**config.mk**
```make
export PLATFORM = sky130hd
export DESIGN_NAME = skid_reg
export DESIGN_NICKNAME = d
export VERILOG_FILES = /design/src/rtl/skid_reg.sv
export SDC_FILE = /design/constraint.sdc
export NUM_CORES = 1
export LEC_CHECK = 0
export CORE_UTILIZATION = 50
export CTS_BUF_LIST = sky130_fd_sc_hd__clkbuf_8
export CTS_CLUSTER_DIAMETER = 60
export DETAILED_ROUTE_END_ITERATION = 6
export GPL_ROUTABILITY_DRIVEN = 0
export PLACE_DENSITY = 0.79
export SETUP_SLACK_MARGIN = 0.1
export SKIP_LAST_GASP = 1
export SYNTH_ARGS = -nofsm -noshare
export SYNTH_HDL_FRONTEND = slang
export SYNTH_SLANG_ARGS = --single-unit
```
**constraint.sdc**
```tcl
create_clock -name clk -period 1.75 [get_ports clk]
set_clock_uncertainty 0.05 [all_clocks]
set_input_delay 0.175 -clock clk [delete_from_list [all_inputs] [get_ports clk]]
set_output_delay 0.175 -clock clk [all_outputs]
set_load 0.005 [all_outputs]
```
**src/rtl/skid_reg.sv**
```systemverilog
// skid_reg: two-entry pipeline register (main + skid) with a valid/ready
// handshake, synchronous flush and an output-enable-gated data bus.
// inReady, outValid and count come straight from registered state, so there
// is no combinational path from outReady to inReady.
// Build option: define SKID_REG_TRISTATE_EN to drive outData to high-Z while
// outEna is low (shared internal bus); otherwise the bus is forced to zero.
module skid_reg #(
    parameter int               WIDTH       = 32,
    parameter logic [WIDTH-1:0] RESET_VALUE = '0
) (
    input  logic             clk,
    input  logic             rst,
    input  logic             flush,
    input  logic             inValid,
    output logic             inReady,
    input  logic [WIDTH-1:0] inData,
    output logic             outValid,
    input  logic             outReady,
    input  logic             outEna,
    output logic [WIDTH-1:0] outData,
    output logic [1:0]       count
);

    typedef enum logic [1:0] {
        EMPTY = 2'd0,
        BUSY  = 2'd1,
        FULL  = 2'd2
    } state_t;

    state_t           state_q, state_d;
    logic [WIDTH-1:0] main_data_q, main_data_d;
    logic [WIDTH-1:0] skid_data_q, skid_data_d;
    logic             accept;
    logic             pop;

    // Handshake flags and occupancy decoded from the state register only.
    always_comb begin
        inReady  = (state_q != FULL);
        outValid = (state_q != EMPTY);
        accept   = inValid & inReady;
        pop      = outValid & outReady;
        case (state_q)
            BUSY:    count = 2'd1;
            FULL:    count = 2'd2;
            default: count = 2'd0;
        endcase
    end

    // Next-state and data-register updates; mainData always holds the oldest entry.
    always_comb begin
        state_d     = state_q;
        main_data_d = main_data_q;
        skid_data_d = skid_data_q;
        if (flush) begin
            // Everything held is discarded; a same-cycle pop still completes,
            // a same-cycle accept is dropped and the data registers keep their contents.
            state_d = EMPTY;
        end else begin
            case (state_q)
                EMPTY: begin
                    if (accept) begin
                        state_d     = BUSY;
                        main_data_d = inData;
                    end
                end
                BUSY: begin
                    if (accept && pop) begin
                        main_data_d = inData;
                    end else if (accept) begin
                        state_d     = FULL;
                        skid_data_d = inData;
                    end else if (pop) begin
                        state_d = EMPTY;
                    end
                end
                FULL: begin
                    // inReady is low here, so only a pop can move the state.
                    if (pop) begin
                        state_d     = BUSY;
                        main_data_d = skid_data_q;
                    end
                end
                default: begin
                    state_d = EMPTY;
                end
            endcase
        end
    end

    // State and data registers; reset discards all entries and wins over flush.
    always_ff @(posedge clk) begin
        if (rst) begin
            state_q     <= EMPTY;
            main_data_q <= RESET_VALUE;
            skid_data_q <= RESET_VALUE;
        end else begin
            state_q     <= state_d;
            main_data_q <= main_data_d;
            skid_data_q <= skid_data_d;
        end
    end

`ifdef SKID_REG_TRISTATE_EN
    // Release the shared bus when not enabled.
    assign outData = outEna ? main_data_q : {WIDTH{1'bz}};
`else
    // No internal tristates: park the bus at zero when not enabled.
    assign outData = outEna ? main_data_q : {WIDTH{1'b0}};
`endif

endmodule

```
==> tab_implementation.tex, run 1 <==
\begin{tabular}{lr}
\hline
Metric & Value \\
\hline
\multicolumn{2}{l}{\textbf{Outcome}} \\
Status & complete, no violations \\
\multicolumn{2}{l}{\textbf{Pwr}} \\
Relative contribution of the clock network to total power & 0.364 \\
Reg power frac & 0.457 \\
Leak Pwr & 1.78 nW \\
Sw Share & 0.277 \\
Psw & 0.000979 W \\
Combinational cell fraction of total power & 0.179 \\
Power Internal & 0.00255 W \\
Pwr dens & 796 mW/mm\^{}2 \\
Largest voltage drop on the vdd net & 0.554 mV \\
\multicolumn{2}{l}{\textbf{GRT}} \\
Initial antenna violation count & 0 \\
Wire length of the first global-routing pass & between 10,000 and 15,000 microns \\
GRT Total Usage & 0.269 \\
Remaining Overflow, GRT & 0 \\
Via count of the first global-routing pass & about 3,000 \\
Largest net degree at the start of global routing & 35 \\
\multicolumn{2}{l}{\textbf{Timing}} \\
Final Max Tran Viols & 0 \\
Unrepaired setup endpoints after global routing & yes \\
Normalized max-slew margin & 0.646 \\
Post-layout min period & 1.64 ns \\
Crit share post-route & 0.937 \\
Worst Hold Slack & 0.245 ns \\
Count of endpoints failing setup in the final report & 0 \\
Maximum clock frequency & around 0.6 GHz \\
Final number of hold-violating endpoints & 0 \\
Pin slew with the least headroom to its limit & about 0.53 ns \\
\multicolumn{2}{l}{\textbf{Floorplanning}} \\
Die Area & 0.00698 sq mm \\
Number of placement rows & 29 \\
Die span in x & 83.5 microns \\
Y dimension of the die & 83.5 microns \\
Io pins & 74 \\
Effective utilization at floorplan & 0.521 \\
Core area & 0.00639 sq mm \\
\multicolumn{2}{l}{\textbf{Critical path}} \\
Worst Path Class, Setup & flop to flop \\
Type of element capturing the critical path & flop \\
Setup slack on the worst flop-to-flop path & 0.11 ns \\
Depth of the worst register-to-register path & 4 \\
Launch point of the worst reg-to-reg path & state\_q[1] \\
Data required time of the critical path & 1.92 ns \\
Worst setup path startpoint & state\_q[1] \\
Worst setup SP type & flop \\
Largest fanout of any net on the critical path & 16 \\
Critical Path AT & 1.81 ns \\
Timing endpoint of the critical path & main\_data\_q[5] \\
End of the worst register-to-register path & main\_data\_q[5] \\
\multicolumn{2}{l}{\textbf{Drt}} \\
Number of nets with antenna violations after routing & 0 \\
Routed length per placed instance & 18.4 microns \\
First DRT Iteration DRCs & 190 \\
Wire length after detailed routing & 9260 microns \\
DR vias/cell & 6.11 \\
Number of vias in the routed layout & 3,081 \\
Drt pass-1 iters & 5 \\
Number of DRC violations after detailed routing & 0 \\
\multicolumn{2}{l}{\textbf{Synthesis}} \\
Number of warnings issued by yosys & 0 \\
Share of the yosys chip area belonging to registers & 0.397 \\
\#FFs+latches synth & 66 \\
Per-instance average area after synthesis & 9.50 sq um \\
Distinct cells, synth & 29 \\
Synth Cell Area & 0.00332 sq mm \\
Cells after synthesis & 350 \\
Synth Net Count & 388 \\
\multicolumn{2}{l}{\textbf{Job}} \\
Number of maximum-capacitance violations & 0 \\
\multicolumn{2}{l}{\textbf{Placement}} \\
Port-buffer cells & 73 \\
HPWL reported at the end of detailed placement & around 5600 microns \\
\multicolumn{2}{l}{\textbf{Clock network}} \\
CTS tree & yes \\
CTS Buf Count & 9 \\
Number of sinks driven by the clock tree & 66 \\
Later-pin clock latency in the skew report & 0.36 ns \\
Hold-fix buffers at CTS & 0 \\
Clock buffer depth & 2 \\
CTS Root Cell & sky130\_fd\_sc\_hd\_\_clkbuf\_8 \\
Register clock-pin slew on the reported worst setup and hold paths & about 0.08 ns \\
Maximum level of the CTS H-tree & 3 \\
\multicolumn{2}{l}{\textbf{Cells and area}} \\
Share of final-layout standard cells stronger than drive strength 1 & 0.201 \\
Layout overhead on the synthesized area & 33.5\% \\
Commonest non-fill, non-tap cell in the layout & sky130\_fd\_sc\_hd\_\_clkdlybuf4s50\_1 \\
Filler Cell Count & between 400 and 500 \\
Utilization after layout & 0.695 \\
Diode insertion count for antenna repair & 0 \\
Count of nets after finishing & 460 \\
Most frequent cells in the layout & sky130\_fd\_sc\_hd\_\_clkdlybuf4s50\_1, sky130\_fd\_sc\_hd\_\_dfxtp\_1, sky130\_fd\_sc\_hd\_\_a211oi\_1 \\
\multicolumn{2}{l}{\textbf{Hold path}} \\
Path class of the lowest-slack min-delay path & primary input to flop \\
Hold path startpoint & rst \\
\hline
\end{tabular}
==> power groups by stage <==
stage	combinational [W]	clock, W	sequential (W)
final	0.000633	0.00129	0.00162
after global routing	0.000675	0.00136	0.00162
after CTS	0.000625	0.00130	0.00161
after detailed placement	0.000605	0	0.00165
after global placement	0.000593	0	0.00165
after floorplan	0.000342	0	0.00163
==> layout make-up <==
cell class                 instances  area [sq um]  share of cell area
timing repair buffer             102          1010               0.228
clock inverter                     7          70.1              0.0158
sequential                        66          1330               0.299
multi-input combinational        241          1800               0.406
inverter                           2          7.51             0.00169
tap                               77          96.3              0.0217
clock buffer                       9           124              0.0279
==> sequential cells by signal (all words and copies together), names as in the netlist <==
register and cells:
state_q 2, main_data_q 32, skid_data_q 32
==> worst min path at each step <==
stage	cells after the start	endpoint
after detailed placement	2	skid_data_q[21]
after floorplan	1	state_q[1]
after global placement	2	skid_data_q[26]
after global routing	2	skid_data_q[1]
final	2	skid_data_q[0]
after CTS	2	skid_data_q[1]
==> repair_timing <==
action / CTS / global route
pin swaps: 0 / 0
buffers inserted: 3 / 0
gates cloned: 1 / 1
resized for setup: 8 / 4
endpoints found under the setup margin: 36 / 21
==> logic make-up (layout without fill, tap and decap cells) <==
family / after synthesis / count (layout) / share of synthesized area
AOI/OAI and AO/OA: 132 / 133 / 0.298
buffers and inverters: 44 / 120 / 0.0700
DFF: 66 / 66 / 0.397
muxes: 33 / 33 / 0.101
and+or+nand+nor: 75 / 75 / 0.134
==> through the flow <==
stage               instance area (sq um)  setup TNS, ns  setup WS [ns]  power (W)  instances
floorplan                            3320              0          0.293    0.00197        350
global placement                     4160         -0.465        -0.0316    0.00224        483
detailed placement                   4160          -1.17        -0.0800    0.00225        483
CTS                                  4430              0          0.103    0.00354        503
global route                         4440              0         0.0586    0.00366        504
finish                               4440              0          0.110    0.00353        504
==> cell usage after synthesis, drive strengths merged <==
cell type	count	area, sq um
a2111oi	1	8.76
a211oi	65	638
a21o	2	22.5
a21oi	32	160
and2	32	200
and4bb	1	12.5
buf	18	135
clkbuf	24	90.1
dfxtp	66	1320
inv	2	7.50
mux2	1	15.0
mux2i	32	320
nand2	1	3.75
nand2b	2	12.5
nand3	32	160
nand3b	1	7.51
nand4bb	1	11.3
nor2	1	6.26
nor2b	1	6.26
nor4bb	1	10.0
o21ai	32	160
or2	1	6.26
or3b	1	8.76
==> critical path, cell delays in order, from the launching register on <==
cell	delay (ns)
sky130_fd_sc_hd__dfxtp_2	0.33
sky130_fd_sc_hd__buf_4	0.13
sky130_fd_sc_hd__and4bb_1	0.37
sky130_fd_sc_hd__a21o_2	0.48
sky130_fd_sc_hd__a211oi_2	0.13
==> layer usage <==
metal	GRT usage	share of wire	vias up
met5	0	0	-
met4	0.0894	0.020	0
met3	0.0623	0.059	17
met2	0.440	0.49	115
met1	0.352	0.43	1507
li1	-	-	1442
Power figures use the tool's default switching activity.
==> inputs of run 2 (changes only) <==
--- a/config.mk
+++ b/config.mk
@@ -5,12 +5,13 @@
 export SDC_FILE = /design/constraint.sdc
 export NUM_CORES = 1
 export LEC_CHECK = 0
+export ABC_CLOCK_PERIOD_IN_PS = 1750
 export CORE_UTILIZATION = 50
 export CTS_BUF_LIST = sky130_fd_sc_hd__clkbuf_8
 export CTS_CLUSTER_DIAMETER = 60
 export DETAILED_ROUTE_END_ITERATION = 6
 export GPL_ROUTABILITY_DRIVEN = 0
-export PLACE_DENSITY = 0.79
+export PLACE_DENSITY = 0.88
 export SETUP_SLACK_MARGIN = 0.1
 export SKIP_LAST_GASP = 1
 export SYNTH_ARGS = -nofsm -noshare
==> tab_implementation.tex, run 2 (synthesis gave the netlist of run 1 again) <==
\begin{tabular}{lr}
\hline
Metric & Value \\
\hline
\multicolumn{2}{l}{\textbf{Drt}} \\
Wire length after detailed routing & 8970 microns (-3.1\%) \\
Drt pass-1 iters & 4 (-1) \\
First DRT Iteration DRCs & 256 (+35\%) \\
Number of DRC violations after detailed routing & 0 (unchanged) \\
DR vias/cell & 6.11 (about the same) \\
Routed length per placed instance & 17.8 microns (-3.1\%) \\
Number of nets with antenna violations after routing & 0 (unchanged) \\
Number of vias in the routed layout & 3,078 (-0.097\%) \\
\multicolumn{2}{l}{\textbf{Cells and area}} \\
Multi-input gate area & 0.00179 sq mm (-0.49\%) \\
Diode insertion count for antenna repair & 0 (unchanged) \\
Layout overhead on the synthesized area & 33.6\% (about the same) \\
Count of nets after finishing & 460 (unchanged) \\
Number of non-filler instances in the completed layout & 504 (unchanged) \\
FF/Latch Area & 0.00133 sq mm (about the same) \\
Share of final-layout standard cells stronger than drive strength 1 & 0.192 (-0.00937) \\
Biggest registers after layout & main\_data\_q: 32 flops, skid\_data\_q: 32 flops, state\_q: 2 flops \\
Post-route standard cell area excluding fillers & 0.00444 sq mm (about the same) \\
Most frequent cells in the layout & sky130\_fd\_sc\_hd\_\_clkdlybuf4s50\_1, sky130\_fd\_sc\_hd\_\_dfxtp\_1, sky130\_fd\_sc\_hd\_\_a211oi\_1 \\
Commonest non-fill, non-tap cell in the layout & sky130\_fd\_sc\_hd\_\_clkdlybuf4s50\_1 \\
Filler Cell Count & 485 (-0.82\%) \\
\multicolumn{2}{l}{\textbf{Critical path}} \\
Crit-path slowest cell & sky130\_fd\_sc\_hd\_\_a21o\_4 \\
Critical Path Max Stage Delay & 0.39 ns (-0.09 ns) \\
List of cells traversed by the critical path & buf\_4 > mux2\_4 > a21o\_4 > a211oi\_2 \\
Type of element capturing the critical path & flop \\
Data required time of the critical path & 1.96 ns (+0.04 ns) \\
Launch point of the worst reg-to-reg path & state\_q[1] \\
Worst Path Class, Setup & flop to flop \\
Depth of the worst register-to-register path & 4 (unchanged) \\
Worst setup path startpoint & state\_q[1] \\
Critical Path AT & 1.83 ns (+0.02 ns) \\
Worst setup SP type & flop \\
Largest fanout of any net on the critical path & 32 (+16) \\
\multicolumn{2}{l}{\textbf{Floorplanning}} \\
Die span in x & 83.5 microns (unchanged) \\
Y dimension of the die & 83.5 microns (unchanged) \\
Die Area & 0.00698 sq mm (unchanged) \\
Io pins & 74 (unchanged) \\
Core area & 0.00639 sq mm (unchanged) \\
Number of placement rows & 29 (unchanged) \\
Effective utilization at floorplan & 0.521 (unchanged) \\
\multicolumn{2}{l}{\textbf{GRT}} \\
Via count of the first global-routing pass & 3,012 (+2.1\%) \\
Largest net degree at the start of global routing & 33 (-5.7\%) \\
Remaining Overflow, GRT & 0 (unchanged) \\
Wire length of the first global-routing pass & 14,600 microns (-2.3\%) \\
Initial antenna violation count & 0 (unchanged) \\
GRT Total Usage & 0.263 (-0.00635) \\
\multicolumn{2}{l}{\textbf{Timing}} \\
Worst Hold Slack & 0.281 ns (+0.0355 ns) \\
Pin slew with the least headroom to its limit & 0.558 ns (+0.0267 ns) \\
Maximum clock frequency & 0.616 GHz (+1.0\%) \\
Normalized max-slew margin & 0.628 (-0.0178) \\
Final Max Tran Viols & 0 (unchanged) \\
Final number of hold-violating endpoints & 0 (unchanged) \\
Unrepaired setup endpoints after global routing & yes \\
Crit share post-route & 0.927 (-0.00960) \\
Post-layout min period & 1.62 ns (-0.0168 ns) \\
Count of endpoints failing setup in the final report & 0 (unchanged) \\
\multicolumn{2}{l}{\textbf{Clock network}} \\
Maximum level of the CTS H-tree & 3 (unchanged) \\
Later-pin clock latency in the skew report & 0.35 ns (about the same) \\
CTS tree & yes \\
CTS Buf Count & 9 (unchanged) \\
CTS Root Cell & sky130\_fd\_sc\_hd\_\_clkbuf\_8 \\
Clock buffer depth & 2 (unchanged) \\
Register clock-pin slew on the reported worst setup and hold paths & 0.08 ns (about the same) \\
Number of sinks driven by the clock tree & 66 (unchanged) \\
\multicolumn{2}{l}{\textbf{Pwr}} \\
Psw & 0.000941 W (-3.9\%) \\
Combinational cell fraction of total power & 0.171 (-0.008) \\
Leak Pwr & 1.77 nW (-0.60\%) \\
Relative contribution of the clock network to total power & 0.385 (+0.021) \\
Power Internal & 0.00269 W (+5.4\%) \\
Reg power frac & 0.444 (-0.013) \\
Sw Share & 0.259 (-0.0183) \\
Largest voltage drop on the vdd net & 0.575 mV (+3.7\%) \\
Pwr dens & 818 mW/mm\^{}2 (+2.8\%) \\
\multicolumn{2}{l}{\textbf{Outcome}} \\
Status & complete, no violations \\
\multicolumn{2}{l}{\textbf{Hold path}} \\
Path class of the lowest-slack min-delay path & primary input to flop \\
Hold path startpoint & rst \\
Cells on Worst Hold Path & 2 (unchanged) \\
\multicolumn{2}{l}{\textbf{Placement}} \\
HPWL reported at the end of detailed placement & 6020 microns (+6.5\%) \\
Port-buffer cells & 73 (unchanged) \\
Placed Cells incl. Taps & 485 (+0.41\%) \\
Post-place instance area & 0.00418 sq mm (+0.36\%) \\
\multicolumn{2}{l}{\textbf{Job}} \\
Number of maximum-capacitance violations & 0 (unchanged) \\
\hline
\end{tabular}
==> run 2: cell count changes in the layout (fill, tap and decap cells not counted), sizes merged <==
cell           before  now
clkinv              5    2
inv                 2    5
buf                29   31
dlygate4sd2         1    3
a21o                3    2
bufbuf              1    0
bufinv              1    2
clkbuf             10    9
clkdlybuf4s50      68   67
clkinvlp            1    0
==> run 2: cell type report <==
cell class	count	share of cell area
clock buffer	9	0.0279
clock inverter	7	0.0211
inverter	2	0.00169
multi-input combinational	240	0.404
sequential	66	0.298
tap	77	0.0217
timing repair buffer	103	0.226
==> run 2: critical path, delay by kind of cell, from the launching register on <==
kind,cells,cell delay (ns)
compound gates,2,0.67
flops,1,0.34
mux,1,0.33
buf+inv,1,0.14
==> run 2: power groups by stage <==
stage | Sequential (W) | Combinational (W) | Clock [W]
after global placement | 0.00164 | 0.000592 | 0
after global routing | 0.00162 | 0.000662 | 0.00149
after CTS | 0.00161 | 0.000618 | 0.00142
after floorplan | 0.00163 | 0.000342 | 0
after detailed placement | 0.00165 | 0.000611 | 0
final | 0.00162 | 0.000621 | 0.00140
==> run 2: repair_timing <==
item | 4_1_cts | 5_1_grt
cloned | 1 | 0
hold buffers | 0 | 0
gates resized for setup | 9 | 3
endpoints found under the setup margin | 36 | 2
setup buffers | 1 | 1
==> run 2: stage by stage <==
| step | TNS, ns | utilization | setup WS [ns] | power [W] |
|---|---|---|---|---|
| 4_1_cts | 0 | 0.693 | 0.0693 | 0.00365 |
| 3_3_place_gp | -1.43 | 0.654 | -0.0573 | 0.00224 |
| 5_1_grt | 0 | 0.696 | 0.0844 | 0.00377 |
| 6_report | 0 | 0.696 | 0.127 | 0.00363 |
| 2_1_floorplan | 0 | - | 0.293 | 0.00197 |
| 3_5_place_dp | -4.59 | 0.654 | -0.156 | 0.00226 |
==> run 2: final timing paths <==
check,endpoint,slack [ns]
max,main_data_q[12],0.13
min,skid_data_q[26],0.28
max reg2reg,main_data_q[12],0.13
min reg2reg,skid_data_q[12],0.43
==> run 2: metal layers <==
metal | global-route usage | up-vias | share of wire
met4 | 0.133 | 0 | 0.023
met1 | 0.328 | 1490 | 0.42
li1 | - | 1438 | -
met5 | 0 | - | 0
met2 | 0.428 | 131 | 0.50
met3 | 0.0593 | 19 | 0.054
==> inputs of run 3 (changes only) <==
--- a/config.mk
+++ b/config.mk
@@ -8,12 +8,13 @@
 export ABC_CLOCK_PERIOD_IN_PS = 1750
 export CORE_UTILIZATION = 50
 export CTS_BUF_LIST = sky130_fd_sc_hd__clkbuf_8
-export CTS_CLUSTER_DIAMETER = 60
 export DETAILED_ROUTE_END_ITERATION = 6
 export GPL_ROUTABILITY_DRIVEN = 0
+export HOLD_SLACK_MARGIN = 0.02
 export PLACE_DENSITY = 0.88
 export SETUP_SLACK_MARGIN = 0.1
 export SKIP_LAST_GASP = 1
+export SLEW_MARGIN = 15
 export SYNTH_ARGS = -nofsm -noshare
 export SYNTH_HDL_FRONTEND = slang
 export SYNTH_SLANG_ARGS = --single-unit
==> results of run 3 <==
No change in the layout: final DEF, timing and power equal those of run 2.
